$ cat src/rtl/apb_arb_defs.sv
// Shared definitions for the two-requester APB master.
package apb_arb_defs;

    // FSM encoding for the APB phase sequencer.
    typedef enum logic [1:0] {
        ST_IDLE   = 2'd0,
        ST_SETUP  = 2'd1,
        ST_ACCESS = 2'd2
    } state_e;

    localparam int          NUM_REQ     = 2;
    // Read data returned on writes and on timeout aborts.
    localparam logic [31:0] ABORT_RDATA = 32'h0;

endpackage

$ cat src/rtl/apb_rr_arbiter.sv
// Two-way round-robin arbiter; the grant is combinational, the pointer
// advances only when the owner accepts a request.
module apb_rr_arbiter
    import apb_arb_defs::*;
(
    input  logic               PCLK,
    input  logic               PRESET,
    input  logic [NUM_REQ-1:0] req,
    input  logic               advance,
    output logic [NUM_REQ-1:0] gnt,
    output logic               last_grant
);

    logic last_grant_q;
    logic last_grant_d;

    // Grant the requester that did not win last when both ask; pointer update on advance.
    always_comb begin
        gnt          = '0;
        last_grant_d = last_grant_q;
        case (req)
            2'b11:   gnt = last_grant_q ? 2'b01 : 2'b10;
            2'b01:   gnt = 2'b01;
            2'b10:   gnt = 2'b10;
            default: gnt = 2'b00;
        endcase
        if (advance && (|gnt)) begin
            last_grant_d = gnt[1];
        end
    end

    // Pointer starts at 1 so requester 0 wins the first tie.
    always_ff @(posedge PCLK or posedge PRESET) begin
        if (PRESET) begin
            last_grant_q <= 1'b1;
        end else begin
            last_grant_q <= last_grant_d;
        end
    end

    assign last_grant = last_grant_q;

endmodule

$ cat src/rtl/apb_master_arb.sv
// Two-requester APB master: round-robin accept, SETUP/ACCESS sequencing,
// bounded ACCESS wait and per-requester response routing.
module apb_master_arb
    import apb_arb_defs::*;
#(
    parameter int DEC_LSB = 12,
    parameter int TIMEOUT = 16
) (
    input  logic        PCLK,
    input  logic        PRESET,
    input  logic        REQ_VALID0,
    input  logic        REQ_VALID1,
    output logic        REQ_READY0,
    output logic        REQ_READY1,
    input  logic [31:0] REQ_ADDR0,
    input  logic [31:0] REQ_ADDR1,
    input  logic        REQ_WRITE0,
    input  logic        REQ_WRITE1,
    input  logic [31:0] REQ_WDATA0,
    input  logic [31:0] REQ_WDATA1,
    output logic        RSP_VALID0,
    output logic        RSP_VALID1,
    output logic [31:0] RSP_RDATA0,
    output logic [31:0] RSP_RDATA1,
    output logic        RSP_ERR0,
    output logic        RSP_ERR1,
    output logic [1:0]  DECODE2BIT,
    output logic [31:0] PADDR,
    output logic        PWRITE,
    output logic        PSEL,
    output logic        PENABLE,
    output logic [31:0] PWDATA,
    input  logic [31:0] PRDATA,
    input  logic        PREADY,
    input  logic        PSLVERR
);

    localparam int CW      = (TIMEOUT < 1) ? 1 : $clog2(TIMEOUT + 1);
    localparam int TO_LAST = (TIMEOUT > 0) ? TIMEOUT - 1 : 0;
    localparam logic [CW-1:0] CNT_LAST = CW'(TO_LAST);

    state_e                   state_q, state_d;
    logic [CW-1:0]            cnt_q, cnt_d;
    logic [31:0]              paddr_q, paddr_d;
    logic                     pwrite_q, pwrite_d;
    logic [31:0]              pwdata_q, pwdata_d;
    logic [1:0]               dec_q, dec_d;
    logic                     psel_q, psel_d;
    logic                     penable_q, penable_d;
    logic [NUM_REQ-1:0]       rsp_valid_q, rsp_valid_d;
    logic [NUM_REQ-1:0][31:0] rsp_rdata_q, rsp_rdata_d;
    logic [NUM_REQ-1:0]       rsp_err_q, rsp_err_d;

    logic [NUM_REQ-1:0] gnt;
    logic               last_grant;
    logic               accept;
    logic [31:0]        sel_addr;
    logic               sel_write;
    logic [31:0]        sel_wdata;

    // last_grant doubles as the owner of the in-flight transfer: it only
    // moves on accept, so it stays put through SETUP/ACCESS.
    apb_rr_arbiter u_arb (
        .PCLK       (PCLK),
        .PRESET     (PRESET),
        .req        ({REQ_VALID1, REQ_VALID0}),
        .advance    (accept),
        .gnt        (gnt),
        .last_grant (last_grant)
    );

    assign accept     = (state_q == ST_IDLE) && (|gnt);
    assign REQ_READY0 = accept & gnt[0] & ~PRESET;
    assign REQ_READY1 = accept & gnt[1] & ~PRESET;

    // Mux the fields of the requester being granted this cycle.
    always_comb begin
        sel_addr  = gnt[1] ? REQ_ADDR1  : REQ_ADDR0;
        sel_write = gnt[1] ? REQ_WRITE1 : REQ_WRITE0;
        sel_wdata = gnt[1] ? REQ_WDATA1 : REQ_WDATA0;
    end

    // Next-state and registered-output computation for the APB sequencer.
    always_comb begin
        state_d     = state_q;
        cnt_d       = cnt_q;
        paddr_d     = paddr_q;
        pwrite_d    = pwrite_q;
        pwdata_d    = pwdata_q;
        dec_d       = dec_q;
        psel_d      = 1'b0;
        penable_d   = 1'b0;
        rsp_valid_d = '0;
        rsp_rdata_d = rsp_rdata_q;
        rsp_err_d   = rsp_err_q;
        case (state_q)
            ST_IDLE: begin
                if (accept) begin
                    paddr_d  = sel_addr;
                    pwrite_d = sel_write;
                    pwdata_d = sel_wdata;
                    dec_d    = sel_addr[DEC_LSB +: 2];
                    cnt_d    = '0;
                    psel_d   = 1'b1;
                    state_d  = ST_SETUP;
                end
            end
            ST_SETUP: begin
                psel_d    = 1'b1;
                penable_d = 1'b1;
                state_d   = ST_ACCESS;
            end
            ST_ACCESS: begin
                if (PREADY) begin
                    rsp_valid_d[last_grant] = 1'b1;
                    rsp_rdata_d[last_grant] = pwrite_q ? ABORT_RDATA : PRDATA;
                    rsp_err_d[last_grant]   = PSLVERR;
                    state_d                 = ST_IDLE;
                end else if ((TIMEOUT != 0) && (cnt_q == CNT_LAST)) begin
                    // Hung slave: give up after TIMEOUT ACCESS cycles.
                    rsp_valid_d[last_grant] = 1'b1;
                    rsp_rdata_d[last_grant] = ABORT_RDATA;
                    rsp_err_d[last_grant]   = 1'b1;
                    state_d                 = ST_IDLE;
                end else begin
                    cnt_d     = cnt_q + 1'b1;
                    psel_d    = 1'b1;
                    penable_d = 1'b1;
                end
            end
            default: state_d = ST_IDLE;
        endcase
    end

    // State and output registers; reset drops the bus immediately.
    always_ff @(posedge PCLK or posedge PRESET) begin
        if (PRESET) begin
            state_q     <= ST_IDLE;
            cnt_q       <= '0;
            paddr_q     <= '0;
            pwrite_q    <= 1'b0;
            pwdata_q    <= '0;
            dec_q       <= '0;
            psel_q      <= 1'b0;
            penable_q   <= 1'b0;
            rsp_valid_q <= '0;
            rsp_rdata_q <= '0;
            rsp_err_q   <= '0;
        end else begin
            state_q     <= state_d;
            cnt_q       <= cnt_d;
            paddr_q     <= paddr_d;
            pwrite_q    <= pwrite_d;
            pwdata_q    <= pwdata_d;
            dec_q       <= dec_d;
            psel_q      <= psel_d;
            penable_q   <= penable_d;
            rsp_valid_q <= rsp_valid_d;
            rsp_rdata_q <= rsp_rdata_d;
            rsp_err_q   <= rsp_err_d;
        end
    end

    assign PADDR      = paddr_q;
    assign PWRITE     = pwrite_q;
    assign PWDATA     = pwdata_q;
    assign DECODE2BIT = dec_q;
    assign PSEL       = psel_q;
    assign PENABLE    = penable_q;
    assign RSP_VALID0 = rsp_valid_q[0];
    assign RSP_VALID1 = rsp_valid_q[1];
    assign RSP_RDATA0 = rsp_rdata_q[0];
    assign RSP_RDATA1 = rsp_rdata_q[1];
    assign RSP_ERR0   = rsp_err_q[0];
    assign RSP_ERR1   = rsp_err_q[1];

endmodule

$ cat config.mk
export PLATFORM = sky130hd
export DESIGN_NAME = apb_master_arb
export DESIGN_NICKNAME = d
export VERILOG_FILES = /design/src/rtl/apb_arb_defs.sv /design/src/rtl/apb_rr_arbiter.sv /design/src/rtl/apb_master_arb.sv
export SDC_FILE = /design/constraint.sdc
export NUM_CORES = 1
export LEC_CHECK = 0
export ABC_CLOCK_PERIOD_IN_PS = 6100
export BUFFER_PORTS_ARGS = -buffer_cell sky130_fd_sc_hd__buf_4
export CORE_AREA = 2 2 118 120
export CTS_CLUSTER_DIAMETER = 40
export DETAILED_ROUTE_END_ITERATION = 7
export DIE_AREA = 0 0 120 122
export PLACE_DENSITY = 0.84
export SLEW_MARGIN = 0
export SYNTH_ARGS = -nofsm -noshare
export SYNTH_HDL_FRONTEND = slang
export SYNTH_HIERARCHICAL = 1
export SYNTH_SLANG_ARGS = --single-unit
$ cat constraint.sdc
create_clock -name PCLK -period 6.1 [get_ports PCLK]
set_input_delay 0.61 -clock PCLK [delete_from_list [all_inputs] [get_ports PCLK]]
set_output_delay 0.61 -clock PCLK [all_outputs]
set_load 0.005 [all_outputs]
======== Yosys cells after proc, flatten, opt, wreduce, memory -nomap -nowiden ========
Cells that the tools add are included.
W data, S select, Z words.
word-level totals
  bits in registers ....................... 145
  output and inout bits ................... 139
  word-level logic and storage cells ...... 77
cells by class
  add/subtract/negate cells ............... 1
  $lt $le $gt $ge ......................... 2
  eq/ne operators ......................... 10
  muxes and demuxes ....................... 32
  bitwise logic cells ..................... 8
  reduce and logical (&&, ||, !) cells .... 11
operators with widths
  kind                   count
  $mux W32               4
  $mux W64               2
  $and A64 B64 Y64       1
  $bwmux W64             1
  $not A64 Y64           1
  $demux W32 S1          1
  $mux W2                9
  $mux W5                3
  $pmux W2 S3            2
  $pmux W5 S2            1
  $eq A2 B2 Y1 const B   3
  $ne A2 B2 Y1 const B   3
  $reduce_and A2 Y1      3
  $add A5 B1 Y5 const B  1
  $eq A5 B4 Y1 const B   1
  $mux W1                5
  $and A1 B1 Y1          4
  $eq A2 B1 Y1 const B   2
  $reduce_and A4 Y1      1
  $reduce_bool A2 Y1     2
  $logic_and A1 B1 Y1    3
  $ne A3 B3 Y1 const B   1
  $pmux W1 S3            1
  $bwmux W2              1
  8 further kinds        8

======== Depth between registers and ports, before layout ========
  depth after elaboration ................. 8
  mapped depth ............................ 9
  depth with buffers taken out ............ 7

======== Modules after synthesis ========
The synthesis kept the hierarchy.
by module, submodules not included
  module          instances  cells each  area each (um2)
  apb_master_arb  1          505         5965.7
  apb_rr_arbiter  1          7           60.1

======== Worst setup path before layout ========
No wires, ideal clock.
  path kind ............................... in2out
  from .................................... input port PRESET
  to ...................................... output port REQ_READY0
  data arrival time ....................... 3994 ps
  slack ................................... 1496 ps
  stages .................................. 2
  path buffers ............................ 0
  cells stage by stage .................... inv_1 -> and3_1
between the ends
  word-level cells in the longest chain between the ends .. 2
ends and longest elaborated chain
  item                RTL line              source
  start: declaration  apb_master_arb.sv:10  input logic PRESET,
  $not A1 Y1          apb_master_arb.sv:73  assign REQ_READY0 = accept & gnt[0] & ~PRESET;
  $and A1 B1 Y1       apb_master_arb.sv:73
  end: declaration    apb_master_arb.sv:13  output logic REQ_READY0,
No other way between the ends.

======== Final worst setup path ========
  from .................................... register u_arb.last_grant_q (netlist: u_arb/last_grant)
  to ...................................... register pwrite_q (netlist: PWRITE)
between the ends
  word-level cells in the longest chain between the ends .. 5
  elaborated cells between the ends (all ways) .. 6
  those cells by class .................... mux (3); reduce/logical (3)
ends and longest elaborated chain
  item                                RTL line               source
  start: declaration                  apb_rr_arbiter.sv:14   logic last_grant_q;
  start signal: assignment            apb_rr_arbiter.sv:37   last_grant_q <= last_grant_d;
  $mux W2 (*)                         apb_rr_arbiter.sv:22   2'b11: gnt = last_grant_q ? 2'b01 : 2'b10;
  $pmux W2 S3 (*)                     apb_rr_arbiter.sv:21   case (req)
  net gnt[1]                          apb_master_arb.sv:54   logic [NUM_REQ-1:0] gnt;
  $reduce_or A2 Y1                    apb_master_arb.sv:72   assign accept = (state_q == ST_IDLE) && (|gnt);
  $logic_and A1 B1 Y1                 apb_master_arb.sv:72
  $reduce_and A2 Y1 (no source line)  -
  end signal: assignment              apb_master_arb.sv:153  pwrite_q <= pwrite_d;
  end: declaration                    apb_master_arb.sv:45   logic pwrite_q, pwrite_d;
Mark *: on every way through the listed nets, which the timed path passes. The rest lies on a longest branch.
A chain may end at the register's enable or synchronous reset.

==> metrics <==
wire length per cell between 15 and 20 microns; FF-to-FF End PWRITE; Max Clk Rate approximately 0.4 GHz; first-pass GRT wire length approximately 29000 microns; clock latency on the worst-skew pair roughly 420 ps; sequential power share a little under two fifths; placed inst area around 8400 sq um; CP delay by family, top buffers and inverters; Clock Pin Slew Worst Setup and Hold Paths approximately 60 ps; DRC viols 0; postcts setup bufs 0; yosys warns 6; Fin Setup TNS 0 ps; slowest stage delay, CP 820 ps; max_slew headroom about a quarter; area grow syn2layout 49.8%; RSZ-0062 raised after global routing no; Hold Path Class in2async; Gate Count Post-Synth 512; Die X between 100 and 150 microns; sequential share of the synthesized area a little under 60%; grt ovf 0; Filler cells roughly 1.0k; Net Sw Power 1.43 mW; TritonCTS clock tree done; number of buffers added on ports approximately 310; Initial Util between 40% and 50%; Post-Synthesis Cell Area roughly 6000 sq um; Tmin final 2490 ps; CTS Sinks roughly 140; Resized cells post-CTS 0; startpoint types flop; 1st-iter DRT viols between 400 and 500; Sw Share 33.0%; worst r2r path cells 5; Avg Cell Area, Syn roughly 12 sq um; Max VDD drop 0.000229 V; initial antenna violation count 0; GR Util All Layers between 20% and 30%; Critical-path top delay cell buf_4; CTS max path bufs 2; Final Skew 9.67 ps; Vert. Die Dim around 120 microns; FF-to-FF Start u_arb/last_grant; Synth cell types 39; clock root buffer clkbuf_16; CTS buffer count 17; status finished, final reports clean; Post-Syn Nets between 600 and 700; vias in the first global route 5370; pwr/cell area approximately 480 nW/um^2; reg2reg setup slack roughly 3600 ps; Antenna Nets Post-Route 0; crit share post-route a little over 40%; pin count of the biggest net entering global routing roughly 110; internal power slightly below 3 mW; leakage power about 4.6 nW; worst slew pin tran 1100 ps; Cell Chain, Critical Path a21boi_4 -> o21ai_4 -> buf_4 -> nand2_1 -> o21ai_1; Design Area, Final ~9000 sq um; # IOs just over 300; row cnt 43; Req. time, crit path about 6400 ps; Final Net Count between 900 and 1k; share of cells above drive strength 1 roughly 44%; critical path arrival between 2000 and 3000 ps; critical path class reg2reg; TritonRoute pass-1 iters 5; drt via density approximately 5.3; Synth Register Bits roughly 140; H-tree levels 4; share of total power in the clock network about a quarter; endpoints failing setup 0; crit end category flop; vias 5244; final slew viol count 0; final core occ between 60% and 70%; final WL around 19000 microns; CP max FO 110; Post-CTS Hold Buffers 0; routability congestion estimate from global placement 0.846; ant diodes 0; Detailed Place HPWL ~14000 microns; CP Buf/Inv Count 1; core region area 13500 sq um; MaxCap Viol Count 0; area of the die ~15000 sq um; Hold Fails Final Rpt 0; power share of the combinational group about two fifths
## worst max path at each step
stage	cells past startpoint	startpoint	slack, ps	endpoint
2_1_floorplan	2	PRESET	1500	REQ_READY0
3_3_place_gp	5	REQ_VALID0	3550	PWDATA[5]
3_5_place_dp	5	REQ_VALID0	3440	PWDATA[30]
4_1_cts	4	u_arb/last_grant	3610	REQ_READY0
5_1_grt	5	u_arb/last_grant	3380	PWRITE
6_report	5	u_arb/last_grant	3610	PWRITE
## area by class of cell
type,instances,area [sq um],area share (%)
Clock inverter,14,156,1.73
Clock buffer,18,439,4.86
Sequential cell,143,3580,39.7
Inverter,10,42.5,0.471
Tap cell,180,225,2.49
Multi-Input combinational cell,319,2230,24.8
Timing Repair Buffer,313,2350,26.0
## layer usage
layer  global-route usage (%)  wire length [microns]
met3                     7.68                   1590
met4                     9.85                    447
met2                     42.6                   9500
met1                     30.4                   7090
met5                        0                      0
## cells by family after synthesis
logic type               synth area share (%)
AO/OA/AOI/OAI                            17.1
flip-flops                               59.4
AND/OR/NAND/NOR                          7.16
multiplexers                             11.0
buffers and inverters                    3.90
adder cells (fa/ha/maj)                  1.45
## metrics by stage
| step | instances | hold WS (ps) | power (mW) | worst slack, ps |
|---|---|---|---|---|
| 6_report | 997 | 219 | 4.33 | 3610 |
| 5_1_grt | 997 | 210 | 4.59 | 3380 |
| 4_1_cts | 997 | 202 | 4.36 | 3610 |
| 3_5_place_dp | 965 | 477 | 3.30 | 3440 |
| 3_3_place_gp | 965 | 470 | 3.22 | 3550 |
| 2_1_floorplan | 512 | 479 | 2.36 | 1500 |
## synth_stat cells
library cell | number | area [sq um]
o211ai_2 | 1 | 12.5
nand4_1 | 2 | 12.5
nor3b_2 | 1 | 12.5
or4_1 | 1 | 7.51
nand3b_1 | 1 | 7.51
dfrtp_1 | 142 | 3550
inv_1 | 7 | 26.3
or3b_1 | 1 | 8.76
a21boi_0 | 1 | 7.51
dfstp_2 | 1 | 26.3
buf_6 | 1 | 11.3
nor4b_1 | 1 | 8.76
nand4b_1 | 2 | 17.5
nor2b_1 | 1 | 6.26
or2_1 | 1 | 6.26
o21ai_2 | 1 | 8.76
a21oi_1 | 6 | 30.0
o2bb2ai_1 | 1 | 8.76
mux2_1 | 1 | 11.3
o211ai_1 | 3 | 22.5
o21ai_0 | 4 | 20.0
clkbuf_1 | 13 | 48.8
nor3_1 | 1 | 5.00
nand2_1 | 69 | 259
inv_2 | 3 | 11.3
a31oi_1 | 1 | 6.26
o21ai_1 | 65 | 325
mux2i_1 | 65 | 651
nor3b_1 | 1 | 7.51
buf_2 | 23 | 115
o32a_1 | 2 | 20.0
a21boi_1 | 1 | 7.51
buf_4 | 3 | 22.5
a22o_1 | 64 | 561
and3_1 | 3 | 18.8
nor2_1 | 4 | 15.0
nand3_1 | 4 | 20.0
nand2b_1 | 3 | 18.8
ha_1 | 7 | 87.6
## worst reg2reg max path: cells and delay by family (launching register included)
family                 cells  cell delay, ps
buffers and inverters      1             830
AOI/OAI and AO/OA          3             750
DFF                        1             620
and+or+nand+nor            1             200
## power by group through the flow
stage          combinational [mW]  sequential (mW)  clock [mW]
3_5_place_dp                 1.66             1.64           0
6_report                     1.65             1.64        1.04
3_3_place_gp                 1.60             1.62           0
4_1_cts                      1.67             1.64        1.05
2_1_floorplan               0.729             1.63           0
5_1_grt                      1.81             1.69        1.09
## flip-flops by register name, summed over array words and instances, names as in the netlist
signal / cells
PWDATA: 32
state_q: 2
RSP_RDATA0: 32
rsp_valid_q: 2
u_arb/last_grant: 1
PADDR: 32
cnt_q: 5
PWRITE: 1
PENABLE: 1
PSEL: 1
rsp_err_q: 2
RSP_RDATA1: 32
## placed cells by master (no fill, tap or decap), types with 2 or more instances in the layout
master      instances
mux2i_1            65
inv_2               3
nor2_2              2
nand4_1             2
inv_1               6
o21ai_0             4
nand2b_1            3
clkbuf_16          17
a22o_1             64
nand4b_1            2
nand3_1             4
ha_1                7
dfrtp_1           142
clkinvlp_4          4
o32a_1              2
buf_4             313
nor2_1              2
nand2_1            69
o21ai_1            65
bufinv_16           2
and3_1              3
o211ai_1            3
inv_6               6
clkinv_4            2
a21oi_1             6
No activity file was read; power rests on OpenSTA's default activity.
